--- src/rtl/mdu_pkg.sv ---
// mdu_pkg: shared definitions for the iterative multiply/divide unit.
//   md_op_e  - 4-bit operation codes presented on md_op
//   state_e  - control FSM states
//   CNT_W    - width of the multiply latency counter (MUL_LAT up to 15)
//   is_mul / is_div / is_signed - op classification helpers
package mdu_pkg;

  typedef enum logic [3:0] {
    MD_NONE = 4'd0,
    MULT    = 4'd1,
    MULTU   = 4'd2,
    DIV     = 4'd3,
    DIVU    = 4'd4,
    MTHI    = 4'd5,
    MTLO    = 4'd6,
    MADD    = 4'd7,
    MADDU   = 4'd8,
    MSUB    = 4'd9,
    MSUBU   = 4'd10
  } md_op_e;

  typedef enum logic [1:0] {
    ST_IDLE = 2'd0,
    ST_MUL  = 2'd1,
    ST_DIV  = 2'd2,
    ST_FIX  = 2'd3
  } state_e;

  localparam int CNT_W = 4;

  // Plain multiply and both accumulate flavours share the MUL state.
  function automatic logic is_mul(input md_op_e op);
    return op inside {MULT, MULTU, MADD, MADDU, MSUB, MSUBU};
  endfunction

  function automatic logic is_div(input md_op_e op);
    return op inside {DIV, DIVU};
  endfunction

  function automatic logic is_signed(input md_op_e op);
    return op inside {MULT, DIV, MADD, MSUB};
  endfunction

endpackage

--- src/rtl/mdu_div_core.sv ---
// mdu_div_core: unsigned restoring divider, one quotient bit per clock.
//   clk, reset     - clock, synchronous active-high reset
//   load           - capture dividend/divisor and start WIDTH iterations
//   kill           - abandon the current division
//   dividend       - dividend magnitude
//   divisor        - divisor magnitude
//   quotient       - quotient (valid the cycle after done)
//   remainder      - remainder (valid the cycle after done)
//   done           - high during the cycle whose clock edge forms the last
//                    quotient bit, so the caller can step on that same edge
module mdu_div_core #(
  parameter int WIDTH = 32
) (
  input  logic             clk,
  input  logic             reset,
  input  logic             load,
  input  logic             kill,
  input  logic [WIDTH-1:0] dividend,
  input  logic [WIDTH-1:0] divisor,
  output logic [WIDTH-1:0] quotient,
  output logic [WIDTH-1:0] remainder,
  output logic             done
);

  localparam int CW = $clog2(WIDTH + 1);

  logic [CW-1:0]    cnt_q;
  logic [WIDTH-1:0] rem_q;
  logic [WIDTH-1:0] quo_q;
  logic [WIDTH-1:0] dvs_q;
  logic [WIDTH:0]   shifted;
  logic [WIDTH:0]   trial;

  // The quotient register doubles as the dividend shifter: its MSB feeds the
  // partial remainder while the new quotient bit enters at the LSB. One extra
  // bit on the trial subtraction acts as the borrow / "restore" flag.
  always_comb begin
    shifted = {rem_q, quo_q[WIDTH-1]};
    trial   = shifted - {1'b0, dvs_q};
  end

  always_ff @(posedge clk) begin
    if (reset || kill) begin
      cnt_q <= '0;
      rem_q <= '0;
      quo_q <= '0;
      dvs_q <= '0;
    end else if (load) begin
      cnt_q <= CW'(WIDTH);
      rem_q <= '0;
      quo_q <= dividend;
      dvs_q <= divisor;
    end else if (cnt_q != '0) begin
      if (!trial[WIDTH]) begin
        rem_q <= trial[WIDTH-1:0];
        quo_q <= {quo_q[WIDTH-2:0], 1'b1};
      end else begin
        rem_q <= shifted[WIDTH-1:0];
        quo_q <= {quo_q[WIDTH-2:0], 1'b0};
      end
      cnt_q <= cnt_q - CW'(1);
    end
  end

  assign quotient  = quo_q;
  assign remainder = rem_q;
  assign done      = (cnt_q == CW'(1));

endmodule

--- src/rtl/mdu_iter.sv ---
// mdu_iter: HI/LO multiply/divide unit for the execute stage.
//   clk, reset - clock, synchronous active-high reset
//   start      - issue md_op this cycle (ignored while busy)
//   flush      - abort any in-flight operation; wins over start
//   md_op      - operation code (mdu_pkg::md_op_e)
//   a, b       - rs / rt operands, latched at issue
//   busy       - registered; high while an operation is in flight
//   hi, lo     - architectural HI / LO registers
// Multiply/MAC takes MUL_LAT cycles; divide takes WIDTH iterations plus one
// sign-fix cycle. MTHI/MTLO complete in one cycle without asserting busy.
module mdu_iter
  import mdu_pkg::*;
#(
  parameter int WIDTH   = 32,
  parameter int MUL_LAT = 5
) (
  input  logic             clk,
  input  logic             reset,
  input  logic             start,
  input  logic             flush,
  input  logic [3:0]       md_op,
  input  logic [WIDTH-1:0] a,
  input  logic [WIDTH-1:0] b,
  output logic             busy,
  output logic [WIDTH-1:0] hi,
  output logic [WIDTH-1:0] lo
);

  md_op_e             op_in;
  state_e             state_q;
  logic [CNT_W-1:0]   cnt_q;
  md_op_e             op_q;
  logic [WIDTH-1:0]   a_q;
  logic [WIDTH-1:0]   b_q;
  logic [2*WIDTH-1:0] snap_q;
  logic [WIDTH-1:0]   hi_q;
  logic [WIDTH-1:0]   lo_q;
  logic               busy_q;

  logic [2*WIDTH-1:0] a_ext;
  logic [2*WIDTH-1:0] b_ext;
  logic [2*WIDTH-1:0] mul_res_d;
  logic [WIDTH-1:0]   div_a_mag;
  logic [WIDTH-1:0]   div_b_mag;
  logic               div_load;
  logic [WIDTH-1:0]   div_quo;
  logic [WIDTH-1:0]   div_rem;
  logic               div_done;
  logic [WIDTH-1:0]   div_hi_d;
  logic [WIDTH-1:0]   div_lo_d;

  assign op_in = md_op_e'(md_op);

  // Multiply datapath on the latched operands. Extending to 2*WIDTH before
  // the multiply makes the truncated product correct for signed ops too.
  always_comb begin
    // NOTE: every always_comb output gets a default first so no path can
    // leave it unassigned and infer a latch.
    mul_res_d = '0;
    a_ext = is_signed(op_q) ? {{WIDTH{a_q[WIDTH-1]}}, a_q} : {{WIDTH{1'b0}}, a_q};
    b_ext = is_signed(op_q) ? {{WIDTH{b_q[WIDTH-1]}}, b_q} : {{WIDTH{1'b0}}, b_q};
    unique case (op_q)
      MADD, MADDU: mul_res_d = snap_q + a_ext * b_ext;
      MSUB, MSUBU: mul_res_d = snap_q - a_ext * b_ext;
      default:     mul_res_d = a_ext * b_ext;
    endcase
  end

  // The divider is loaded straight from the issue-cycle inputs so its first
  // iteration lines up with the first busy cycle.
  always_comb begin
    div_a_mag = (op_in == DIV && a[WIDTH-1]) ? -a : a;
    div_b_mag = (op_in == DIV && b[WIDTH-1]) ? -b : b;
    div_load  = start && !flush && (state_q == ST_IDLE) && is_div(op_in);
  end

  mdu_div_core #(
    .WIDTH(WIDTH)
  ) u_div_core (
    .clk      (clk),
    .reset    (reset),
    .load     (div_load),
    .kill     (flush),
    .dividend (div_a_mag),
    .divisor  (div_b_mag),
    .quotient (div_quo),
    .remainder(div_rem),
    .done     (div_done)
  );

  // Sign fix-up: quotient negative when operand signs differ, remainder takes
  // the dividend's sign. MIN / -1 falls out naturally: the magnitude quotient
  // is 2^(WIDTH-1) and negating it yields MIN again, with remainder 0.
  always_comb begin
    div_lo_d = div_quo;
    div_hi_d = div_rem;
    if (b_q == '0) begin
      div_lo_d = '1;
      div_hi_d = a_q;
    end else if (op_q == DIV) begin
      if (a_q[WIDTH-1] ^ b_q[WIDTH-1]) div_lo_d = -div_quo;
      if (a_q[WIDTH-1])                div_hi_d = -div_rem;
    end
  end

  // NOTE: sequential state is assigned with <= only, so every register sees
  // the pre-edge values of the others regardless of statement order.
  always_ff @(posedge clk) begin
    if (reset) begin
      state_q <= ST_IDLE;
      cnt_q   <= '0;
      op_q    <= MD_NONE;
      a_q     <= '0;
      b_q     <= '0;
      snap_q  <= '0;
      hi_q    <= '0;
      lo_q    <= '0;
      busy_q  <= 1'b0;
    end else if (flush) begin
      state_q <= ST_IDLE;
      cnt_q   <= '0;
      busy_q  <= 1'b0;
    end else begin
      unique case (state_q)
        ST_IDLE: begin
          if (start) begin
            op_q   <= op_in;
            a_q    <= a;
            b_q    <= b;
            snap_q <= {hi_q, lo_q};
            if (is_mul(op_in)) begin
              state_q <= ST_MUL;
              cnt_q   <= CNT_W'(MUL_LAT - 1);
              busy_q  <= 1'b1;
            end else if (is_div(op_in)) begin
              state_q <= ST_DIV;
              busy_q  <= 1'b1;
            end else if (op_in == MTHI) begin
              hi_q <= a;
            end else if (op_in == MTLO) begin
              lo_q <= a;
            end
          end
        end
        ST_MUL: begin
          if (cnt_q == '0) begin
            {hi_q, lo_q} <= mul_res_d;
            state_q      <= ST_IDLE;
            busy_q       <= 1'b0;
          end else begin
            cnt_q <= cnt_q - CNT_W'(1);
          end
        end
        ST_DIV: begin
          if (div_done) state_q <= ST_FIX;
        end
        ST_FIX: begin
          hi_q    <= div_hi_d;
          lo_q    <= div_lo_d;
          state_q <= ST_IDLE;
          busy_q  <= 1'b0;
        end
        default: begin
          state_q <= ST_IDLE;
          busy_q  <= 1'b0;
        end
      endcase
    end
  end

  assign busy = busy_q;
  assign hi   = hi_q;
  assign lo   = lo_q;

endmodule

--- config.mk ---
export PLATFORM = sky130hd
export DESIGN_NAME = mdu_iter
export DESIGN_NICKNAME = d
export VERILOG_FILES = /design/src/rtl/mdu_pkg.sv /design/src/rtl/mdu_div_core.sv /design/src/rtl/mdu_iter.sv
export SDC_FILE = /design/constraint.sdc
export NUM_CORES = 2
export LEC_CHECK = 0
export ABC_AREA = 0
export BUFFER_PORTS_ARGS = -buffer_cell sky130_fd_sc_hd__buf_2
export CAP_MARGIN = 40
export CORE_ASPECT_RATIO = 0.75
export CORE_MARGIN = 2
export CORE_UTILIZATION = 52
export DETAILED_ROUTE_END_ITERATION = 10
export GPL_ROUTABILITY_DRIVEN = 0
export PLACE_DENSITY_LB_ADDON = 0.08
export SLEW_MARGIN = 20
export SYNTH_ARGS = -nofsm -noshare
export SYNTH_HDL_FRONTEND = slang
export SYNTH_SLANG_ARGS = --single-unit
--- constraint.sdc ---
create_clock -name clk -period 11.55 [get_ports clk]
set_input_delay 1.7325 -clock clk [delete_from_list [all_inputs] [get_ports clk]]
set_output_delay 1.7325 -clock clk [all_outputs]
set_load 0.01 [all_outputs]
==> metrics.md <==
| Metric | Value |
|---|---|
| Final Skew | `0.0308 ns` |
| Async set or reset register ratio after synthesis | `0%` |
| Number of global-route vias before repair | `62.6k` |
| Vias | `62.1k` |
| # setup viols final | `4` |
| Nets | `11.1k` |
| RSZ-0062 raised after global routing | `yes` |
| Synth top area cells | `fa_1 (40%), inv_1 (8.8%), dfxtp_1 (8.6%)` |
| Clk Latency, worst-skew pair | `0.64 ns` |
| Cells after synthesis | `8406` |
| Placed instance area | `80600 µm²` |
| Reg clk slew, reported paths | `0.07 ns` |
| Cell taking the most area after synthesis | `fa_1` |
| Highest clock rate | `83.2 MHz` |
| Run status | `finished, violations left` |
| Final WL | `246000 µm` |
| Htree depth | `1` |
| # port buffers | `136` |
| Cell Pwr Density | `67.9 nW/µm²` |
| Post-route DRC | `0` |
| Critical path's slowest cell | `fa_2` |
| Post-Synth Simple-Gate Area | `15.9%` |
| Largest net degree at the start of global routing | `106` |
| Worst Tran Pin Value | `0.985 ns` |
| Worst VDD drop | `213 µV` |
| Final period util | `104%` |
| Die height | `323 µm` |
| Synth Area in Compound Gates | `11.4%` |
| Critical path type | `flop to flop` |
| Clock Path Buffers | `3` |
| Worst EP required | `12.11 ns` |
| Slew headroom | `33.8%` |
| Hpwl dp | `206000 µm` |
| Pre-antenna DRT Iters | `6` |
| Initial core utilization | `52.3%` |
| Max Cap Viol | `0` |
| CTS Hold Bufs | `0` |
| Area share of the largest cell type after synthesis | `40.3%` |
| Fin area | `84400 µm²` |
| Post-synth EDFFs | `0` |
| Max incr delay on CP | `0.58 ns` |
| Crit end category | `flop` |
| Core area | `135000 µm²` |
| Leakage | `42.1 nW` |
| Num CTS Buffers | `31` |
| Global-route wire length before repair | `376000 µm` |
| Sequential element share of the synthesized area | `8.63%` |
| Max FO, Critical Path | `7` |
| FF+latch area | `6150 µm²` |
| Top Ports | `137` |
| 1st-iter DRT viols | `5733` |
| Die area | `139000 µm²` |
| # rows | `117` |
| Fillers | `11.9k` |
| Failing checks | `setup timing` |
| Post-DRT Antenna Nets | `0` |
| Hold_ws | `0.467 ns` |
| Most common cell after layout, fill and taps aside | `inv_1` |
| Number of synthesized register bits | `305` |
| Most frequent cells in the layout | `inv_1 (1639), fa_1 (1395), nand2_1 (1294), buf_4 (990), a21oi_1 (408)` |
| Area Growth Syn to Fin | `19.3%` |
| Post-synthesis mux area share | `0.553%` |
| Post-Syn Nets | `10.3k` |
| Total Routing Usage GR | `35.5%` |
| Mapped Area | `70800 µm²` |
| Synth Area in Adders | `47.6%` |
| Min-delay worst type | `flop to flop` |
| Post-synth top flop | `dfxtp_1` |
| Largest family of logic cells by synthesized area | `adder cells` |
| Xor/xnor share of the synthesized area | `4.42%` |
| Final Critical Period | `12.02 ns` |
| Syn Area/Cell | `8.42 µm²` |
| Startpoint types | `flop` |
| Yosys Warn Count | `0` |
| Via/cell ratio | `5.63` |
| Placement Setup Slack | `-0.778 ns` |
| Area of the multi-input gates | `57900 µm²` |
| GR Overflow Total | `0` |
| CTS tree | `done` |
| Initial antenna violation count | `10` |
| Synth cell types | `105` |
| Crit-path most repeated cell | `fa_1` |
| Share of layout cells above drive strength 1 | `18.0%` |
| Hold Violations, Final | `0` |
| Die outline width | `430 µm` |
| Worst Path Arrival | `12.58 ns` |
| Final worst setup slack | `-0.468 ns` |
| Clock Sinks | `305` |
| DR WL/cell | `22.3 µm` |
| Clk root buf | `clkbuf_16` |
| Pins Over Slew Limit | `0` |
[critical path, delay by kind of cell (launching register included)]
kind | cells | cell delay [ns]
buffers and inverters | 12 | 0.93
muxes | 1 | 0.24
xor gates and xnor gates | 2 | 0.35
AOI/OAI and AO/OA | 14 | 2.89
DFF | 1 | 0.35
adders and majority gates | 12 | 5.60
and+or+nand+nor | 9 | 1.57
[metal layers]
metal,global-route usage (%),vias up,share of wire [%]
li1,-,27700,-
met2,54.5,2709,44
met5,0,-,0.049
met1,50.0,31300,42
met3,8.27,458,10
met4,10.8,12,3.8
[synthesized netlist by cell type (all sizes together), types with 144 or more instances]
| cell type | number |
|---|---|
| a21oi | 442 |
| xnor2 | 212 |
| clkbuf | 450 |
| ha | 406 |
| fa | 1426 |
| nor2 | 363 |
| inv | 1664 |
| dfxtp | 305 |
| nand2 | 1319 |
| and2 | 382 |
| xor2 | 144 |
| o21ai | 226 |
[final timing paths]
kind                      to       start  slack (ns)  cells after the start
hold / removal    snap_q[26]  snap_q[26]        0.47                      2
setup / recovery      hi[31]     op_q[1]       -0.47                     50
setup reg to reg      hi[31]     op_q[1]       -0.47                     50
hold reg to reg   snap_q[26]  snap_q[26]        0.47                      2
[area by class of cell]
| class | instances | area share (%) |
|---|---|---|
| Clock buffer | 37 | 1.00 |
| Antenna cell | 5 | 0.0148 |
| Multi-Input combinational cell | 5955 | 68.6 |
| Timing Repair Buffer | 1264 | 12.6 |
| Inverter | 1665 | 7.41 |
| Sequential cell | 305 | 7.29 |
| Tap cell | 1785 | 2.65 |
| Clock inverter | 21 | 0.347 |
[logic make-up after synthesis]
family,count (synthesis)
AOI/OAI and AO/OA,1248
xor gates and xnor gates,356
muxes,39
DFF,305
buffers and inverters,2146
adders and majority gates,1836
and+or+nand+nor,2476
[state kept, by name, indices dropped and copies added (netlist names)]
| register | count |
|---|---|
| snap_q | 64 |
| a_q | 32 |
| b_q | 32 |
| hi | 32 |
| lo | 32 |
| u_div_core.dvs_q | 32 |
| u_div_core.quotient | 32 |
| u_div_core.remainder | 32 |
| u_div_core.cnt_q | 6 |
| cnt_q | 4 |
| op_q | 4 |
| state_q | 2 |
| busy | 1 |
[metrics by stage]
step / setup TNS [ns] / cells / util (%) / power (mW)
after global routing: -8.04 / 11000 / 62.3 / 6.06
after detailed placement: -8.48 / 10900 / 59.5 / 4.27
after global placement: -6.86 / 10900 / 59.5 / 4.22
final: -0.750 / 11000 / 62.3 / 5.73
after floorplan: -0.0824 / 8406 / - / 3.13
after CTS: -0.694 / 11000 / 61.4 / 5.53
[repair_timing]
action                                  CTS  global route
resized for setup                       180           190
pin swaps                                89            93
buffers inserted                         65            44
endpoints found under the setup margin   22            30
cloned                                    3             4
[where the power goes]
group	internal [mW]	switching [mW]
Sequential	1.10	0.0815
Combinational	1.40	1.97
Clock	0.664	0.510
Total	3.16	2.57
No activity file was read; power rests on OpenSTA's default activity.
